### src/rtl/hazard_ctrl_pkg.sv
// Shared MIPS decode constants and hazard-unit FSM state type.
// The opcode/funct values and FSM encodings are kept here so the forwarding unit can share them.
package hazard_ctrl_pkg;

    localparam logic [5:0] OP_RTYPE = 6'h00;
    localparam logic [5:0] OP_J     = 6'h02;
    localparam logic [5:0] OP_JAL   = 6'h03;
    localparam logic [5:0] OP_BEQ   = 6'h04;
    localparam logic [5:0] OP_BNE   = 6'h05;
    localparam logic [5:0] OP_LUI   = 6'h0F;
    localparam logic [5:0] OP_SW    = 6'h2B;

    localparam logic [5:0] FN_SLL   = 6'h00;
    localparam logic [5:0] FN_SRL   = 6'h02;
    localparam logic [5:0] FN_SRA   = 6'h03;
    localparam logic [5:0] FN_MFHI  = 6'h10;
    localparam logic [5:0] FN_MTHI  = 6'h11;
    localparam logic [5:0] FN_MFLO  = 6'h12;
    localparam logic [5:0] FN_MTLO  = 6'h13;
    localparam logic [5:0] FN_MULT  = 6'h18;
    localparam logic [5:0] FN_MULTU = 6'h19;
    localparam logic [5:0] FN_DIV   = 6'h1A;
    localparam logic [5:0] FN_DIVU  = 6'h1B;

    typedef enum logic {
        ST_IDLE,
        ST_MDU_BUSY
    } mdu_state_t;

endpackage

### src/rtl/hazard_decode.sv
// Combinational register-usage decode of an IF/ID instruction.
// Shared between the hazard unit and the forwarding unit.
module hazard_decode
    import hazard_ctrl_pkg::*;
(
    input  logic [31:0] i_instr,
    output logic [4:0]  o_rs,
    output logic [4:0]  o_rt,
    output logic        o_uses_rs,
    output logic        o_uses_rt,
    output logic        o_is_md,
    output logic        o_is_div,
    output logic        o_is_hilo
);

    logic [5:0] w_op;
    logic [5:0] w_funct;
    logic       w_rtype;
    logic       w_shift_imm;
    logic       w_unused_bits;

    assign w_op          = i_instr[31:26];
    assign w_funct       = i_instr[5:0];
    assign o_rs          = i_instr[25:21];
    assign o_rt          = i_instr[20:16];
    assign w_unused_bits = ^i_instr[15:6];

    assign w_rtype     = (w_op == OP_RTYPE);
    assign w_shift_imm = w_rtype && ((w_funct == FN_SLL) || (w_funct == FN_SRL) ||
                                     (w_funct == FN_SRA));

    assign o_uses_rs = !((w_op == OP_J) || (w_op == OP_JAL) || (w_op == OP_LUI) || w_shift_imm);
    assign o_uses_rt = w_rtype || (w_op == OP_BEQ) || (w_op == OP_BNE) || (w_op == OP_SW);

    assign o_is_md   = w_rtype && ((w_funct == FN_MULT) || (w_funct == FN_MULTU) ||
                                   (w_funct == FN_DIV)  || (w_funct == FN_DIVU));
    assign o_is_div  = w_rtype && ((w_funct == FN_DIV) || (w_funct == FN_DIVU));
    assign o_is_hilo = w_rtype && ((w_funct == FN_MFHI) || (w_funct == FN_MTHI) ||
                                   (w_funct == FN_MFLO) || (w_funct == FN_MTLO));

endmodule

### src/rtl/hazard_ctrl.sv
// ID-stage hazard unit: load-use and HI/LO stalls, taken-branch flush, and
// tracking of the multicycle mult/div unit with a small FSM plus down-counter.
module hazard_ctrl
    import hazard_ctrl_pkg::*;
#(
    parameter int MULT_CYCLES = 4,
    parameter int DIV_CYCLES  = 32
)(
    input  logic        clk,
    input  logic        reset,
    input  logic [31:0] id_instr,
    input  logic        id_ex_memread,
    input  logic [4:0]  id_ex_rt,
    input  logic        ex_branch_tkn,
    output logic        hazard,
    output logic        id_ex_bubble,
    output logic        if_id_flush,
    output logic        mdu_start,
    output logic        mdu_busy
);

    localparam int CNT_W = $clog2(DIV_CYCLES + 1);

    logic [4:0]       w_rs;
    logic [4:0]       w_rt;
    logic             w_uses_rs;
    logic             w_uses_rt;
    logic             w_is_md;
    logic             w_is_div;
    logic             w_is_hilo;
    logic             w_load_use;
    logic             w_mdu_hz;

    mdu_state_t       r_state;
    mdu_state_t       w_state_nxt;
    logic [CNT_W-1:0] r_cnt;
    logic [CNT_W-1:0] w_cnt_nxt;

    hazard_decode u_decode (
        .i_instr   (id_instr),
        .o_rs      (w_rs),
        .o_rt      (w_rt),
        .o_uses_rs (w_uses_rs),
        .o_uses_rt (w_uses_rt),
        .o_is_md   (w_is_md),
        .o_is_div  (w_is_div),
        .o_is_hilo (w_is_hilo)
    );

    // $0 is never a real load destination, so it can never create a dependency.
    assign w_load_use = id_ex_memread && (id_ex_rt != 5'd0) &&
                        ((w_uses_rs && (w_rs == id_ex_rt)) ||
                         (w_uses_rt && (w_rt == id_ex_rt)));

    assign w_mdu_hz = mdu_busy && (w_is_md || w_is_hilo);
    assign mdu_busy = (r_state == ST_MDU_BUSY);

    always_ff @(posedge clk) begin
        if (reset) begin
            r_state <= ST_IDLE;
            r_cnt   <= '0;
        end else begin
            r_state <= w_state_nxt;
            r_cnt   <= w_cnt_nxt;
        end
    end

    always_comb begin
        hazard       = 1'b0;
        id_ex_bubble = 1'b0;
        if_id_flush  = 1'b0;
        mdu_start    = 1'b0;
        w_state_nxt  = r_state;
        w_cnt_nxt    = r_cnt;

        // Flush outranks every stall so a wrong-path mult/div is never issued.
        if (!reset) begin
            if (ex_branch_tkn) begin
                if_id_flush  = 1'b1;
                id_ex_bubble = 1'b1;
            end else if (w_load_use || w_mdu_hz) begin
                hazard       = 1'b1;
                id_ex_bubble = 1'b1;
            end else begin
                mdu_start    = w_is_md;
            end
        end

        case (r_state)
            ST_IDLE: begin
                if (mdu_start) begin
                    w_state_nxt = ST_MDU_BUSY;
                    w_cnt_nxt   = w_is_div ? CNT_W'(DIV_CYCLES) : CNT_W'(MULT_CYCLES);
                end
            end
            ST_MDU_BUSY: begin
                if (r_cnt == CNT_W'(1)) begin
                    w_state_nxt = ST_IDLE;
                    w_cnt_nxt   = '0;
                end else begin
                    w_cnt_nxt   = r_cnt - CNT_W'(1);
                end
            end
            default: begin
                w_state_nxt = ST_IDLE;
                w_cnt_nxt   = '0;
            end
        endcase
    end

endmodule

### config.mk
export PLATFORM = sky130hd
export DESIGN_NAME = hazard_ctrl
export DESIGN_NICKNAME = d
export VERILOG_FILES = /design/src/rtl/hazard_ctrl_pkg.sv /design/src/rtl/hazard_decode.sv /design/src/rtl/hazard_ctrl.sv
export SDC_FILE = /design/constraint.sdc
export NUM_CORES = 1
export LEC_CHECK = 0
export ABC_AREA = 1
export CAP_MARGIN = 20
export CORE_UTILIZATION = 38
export CTS_BUF_LIST = sky130_fd_sc_hd__clkbuf_4 sky130_fd_sc_hd__clkbuf_8 sky130_fd_sc_hd__clkbuf_16
export CTS_CLUSTER_SIZE = 8
export DETAILED_ROUTE_END_ITERATION = 10
export GPL_TIMING_DRIVEN = 0
export HOLD_SLACK_MARGIN = 0.15
export PLACE_DENSITY = 0.79
export SLEW_MARGIN = 5
export SYNTH_ARGS = -nofsm -noshare
export SYNTH_HDL_FRONTEND = slang
export SYNTH_SLANG_ARGS = --single-unit
### constraint.sdc
create_clock -name clk -period 1.5 [get_ports clk]
set_clock_uncertainty 0.05 [all_clocks]
set_input_delay 0.225 -clock clk [delete_from_list [all_inputs] [get_ports clk]]
set_output_delay 0.225 -clock clk [all_outputs]
set_load 0.005 [all_outputs]
==> results by group <==
Run status
  – Status: finished with violations
  – Failing checks: setup timing

Critical path
  – WP data required: 1.22 ns
  – Startpoint Class: register
  – Setup crit end kind: output port
  – Cell Chain, Critical Path: nand4_1 -> buf_4 -> a21oi_2 -> buf_2
  – Slowest CP cell: dfxtp_4
  – CP max FO: 5
  – Delay of the slowest critical-path stage: 0.37 ns
  – WP data arrival: 1.23 ns
  – CP Class: reg2out

Power
  – Peak supply drop: 250 µV
  – Psw: 0.181 mW
  – Cell Pwr Density: 454 nW/µm²
  – Flop pwr share: 32.0%
  – Power share of the combinational group: 31.4%
  – Switch share: 31.3%
  – Leak pwr: 0.677 nW
  – Clk pwr share: 36.6%
  – Internal power: 0.396 mW

Floorplan
  – Core area: 2020 µm²
  – Die X: 49.0 µm
  – IO Pins: 46
  – Die H: 49.0 µm
  – Row count: 16
  – Die ar.: 2400 µm²
  – Initial Util: 41.5%

Layout
  – Area of the multi-input gates: 627 µm²
  – ANT cells: 0
  – Share of cells above drive strength 1: 39.1%
  – Fill cells: 204
  – Layout Nets: 236
  – FF/Latch Area: 144 µm²
  – Area growth from synthesis to layout: 51.3%

Timing
  – Final Max Tran Viols: 0
  – Max frequency: 0.663 GHz
  – Worst slew margin: 77.9%
  – Final period util: 101%
  – Final setup vio count: 1
  – Worst slew pin tran: 0.330 ns
  – Fin crit period: 1.51 ns
  – RSZ-0062 raised after global routing: yes
  – PnR worst setup slack: -0.00800 ns
  – Setup_tns: -0.00800 ns
  – Hold Fails Final Rpt: 0

Clock tree
  – # hold bufs at CTS: 0
  – TritonCTS clock tree: done
  – Clk sink count: 7
  – Htree depth: 1
  – Worst-Skew Late Latency: 0.27 ns
  – Clk root buf: clkbuf_4
  – Worst-path clk slew: 0.06 ns
  – TritonCTS buffer count: 3
  – Clock buffer depth: 2

Yosys
  – Syn Area/Cell: 5.63 µm²
  – Synth Warn #: 0
  – Sequential share of the synthesized area: 16.7%
  – Area of the mapped netlist: 840 µm²
  – Number of synthesized register bits: 7
  – Number of library cell types mapped by synthesis: 27
  – Mapped Nets: 192
  – Mapped Cells: 149

Global route
  – Most Used Layer, Global Route: met2
  – First-pass GRT wire length: 3570 µm
  – Initial antenna violation count: 0
  – Grt total ovfl: 0
  – Largest net degree at the start of global routing: 11
  – Met1 Resource Use GR: 21.8%
  – Vias in the first global route: 903
  – All-Layer GR Usage: 18.9%
  – Met2 usage: 33.6%
  – Met3 Usage GRT: 3.12%

Place
  – Number of I/O port buffers: 34
  – Post-Place Setup Slack: -0.810 ns
  – DP HPWL: 1730 µm
  – Final Wtd Congestion: 0.848

Detailed routing
  – Routed Antenna Nets: 0
  – Vias per inst: 4.77
  – DRC violations left: 0
  – DR pass1 iterations: 4
  – Vias: 1044
  – Iteration-0 DRC Markers: 15
  – Detailed-route wire length: 2350 µm
  – Per-cell routed wire length: 10.7 µm

Worst hold path
  – Worst hold-check path type: in2reg

Job
  – Max-cap viol count: 0
## cells by family after synthesis
family | synth area share (%)
flops | 16.7
compound gates | 11.8
simple gates | 48.3
buf+inv | 15.1
xor+xnor | 5.22
fa+ha+maj | 2.98
## worst max-delay path, delay by kind of cell (launching register included)
| kind | cells | cell delay (ns) |
|---|---|---|
| flops | 1 | 0.37 |
| buf+inv | 2 | 0.32 |
| simple gates | 1 | 0.16 |
| compound gates | 1 | 0.12 |
## worst paths after layout
kind | slack [ns] | cells past startpoint | endpoint | start
hold / removal | 0.18 | 2 | r_cnt[2] | reset
setup / recovery | -0.008 | 4 | hazard | mdu_busy
setup reg to reg | 0.11 | 6 | r_cnt[5] | r_cnt[0]
hold reg to reg | 0.45 | 2 | r_cnt[4] | r_cnt[4]
## timing repair
action / CTS / global route
buffers inserted: 3 / 2
setup endpoints to repair: 10 / 3
resized for setup: 104 / 49
pin swaps: 29 / 30
## synth_stat cells, drive strengths merged
| library cell | n | area share (%) |
|---|---|---|
| nand3 | 12 | 9.2 |
| or2 | 1 | 0.75 |
| o21ai | 5 | 3.0 |
| nand2 | 43 | 21 |
| o22ai | 1 | 0.75 |
| buf | 2 | 1.2 |
| nand3b | 1 | 0.89 |
| nor3 | 2 | 1.8 |
| nor2 | 22 | 11 |
| a21oi | 9 | 6.3 |
| xor2 | 3 | 3.1 |
| ha | 2 | 3.0 |
| inv | 31 | 14 |
| o2111ai | 1 | 1.0 |
| dfxtp | 7 | 17 |
| nand4 | 4 | 3.0 |
| a31oi | 1 | 0.75 |
| xnor2 | 2 | 2.1 |
## registers in the layout, indices dropped and copies added (netlist names)
name and count:
mdu_busy 1, r_cnt 6
## area by class of cell
type	instances	share of cell area, %
inverter	31	9.56
clock buffer	4	2.36
buffer	2	0.788
sequential	7	11.3
multi-input combinational	109	49.4
timing repair buffer	39	23.9
tap	27	2.66
## through the flow
step | power [mW] | instances | instance area, µm² | hold WS (ns) | utilization (%)
floorplan | 0.258 | 149 | 840 | 0.414 | -
global placement | 0.362 | 210 | 1210 | 0.436 | 60.0
detailed placement | 0.366 | 210 | 1210 | 0.444 | 60.0
CTS | 0.551 | 217 | 1180 | 0.177 | 58.2
global route | 0.612 | 219 | 1270 | 0.187 | 62.8
finish | 0.576 | 219 | 1270 | 0.185 | 62.8
## routing by layer
| metal | wire [µm] | up-vias |
|---|---|---|
| li1 | - | 546 |
| met1 | 980 | 464 |
| met2 | 1240 | 29 |
| met3 | 89 | 5 |
| met4 | 40 | 0 |
| met5 | 0 | - |
## layout by cell type (no fill, tap or decap)
cell type,synthesis,routed
buf_6,0,7
inv_4,0,2
buf_2,2,10
nor2_1,19,18
nand3b_1,1,1
dfxtp_4,0,1
inv_1,28,21
a31oi_1,1,1
o21ai_0,5,5
buf_4,0,8
nor3_4,0,1
nand3_4,1,1
ha_1,2,2
nand2_4,1,2
clkdlybuf4s50_1,0,2
dlymetal6s2s_1,0,1
nand2_1,38,34
nand2_2,4,7
dfxtp_1,7,6
buf_8,0,2
xnor2_2,0,1
o2111ai_1,1,1
nand3_1,10,8
clkbuf_4,0,4
nor3_1,1,1
o22ai_1,1,1
inv_2,3,8
dlygate4sd2_1,0,2
nor2_4,1,2
nand4_1,4,4
xnor2_1,2,1
nor2_2,2,2
a21oi_1,7,5
clkbuf_2,0,9
xor2_1,3,3
a21oi_2,2,4
or2_2,1,1
nand3_2,1,3
## power groups by stage
stage	combinational [mW]	sequential, mW	clock [mW]
floorplan	0.0676	0.190	0
global placement	0.172	0.190	0
detailed placement	0.176	0.190	0
CTS	0.151	0.186	0.215
global route	0.199	0.184	0.229
finish	0.181	0.184	0.211
(Power assumes the default switching activity.)
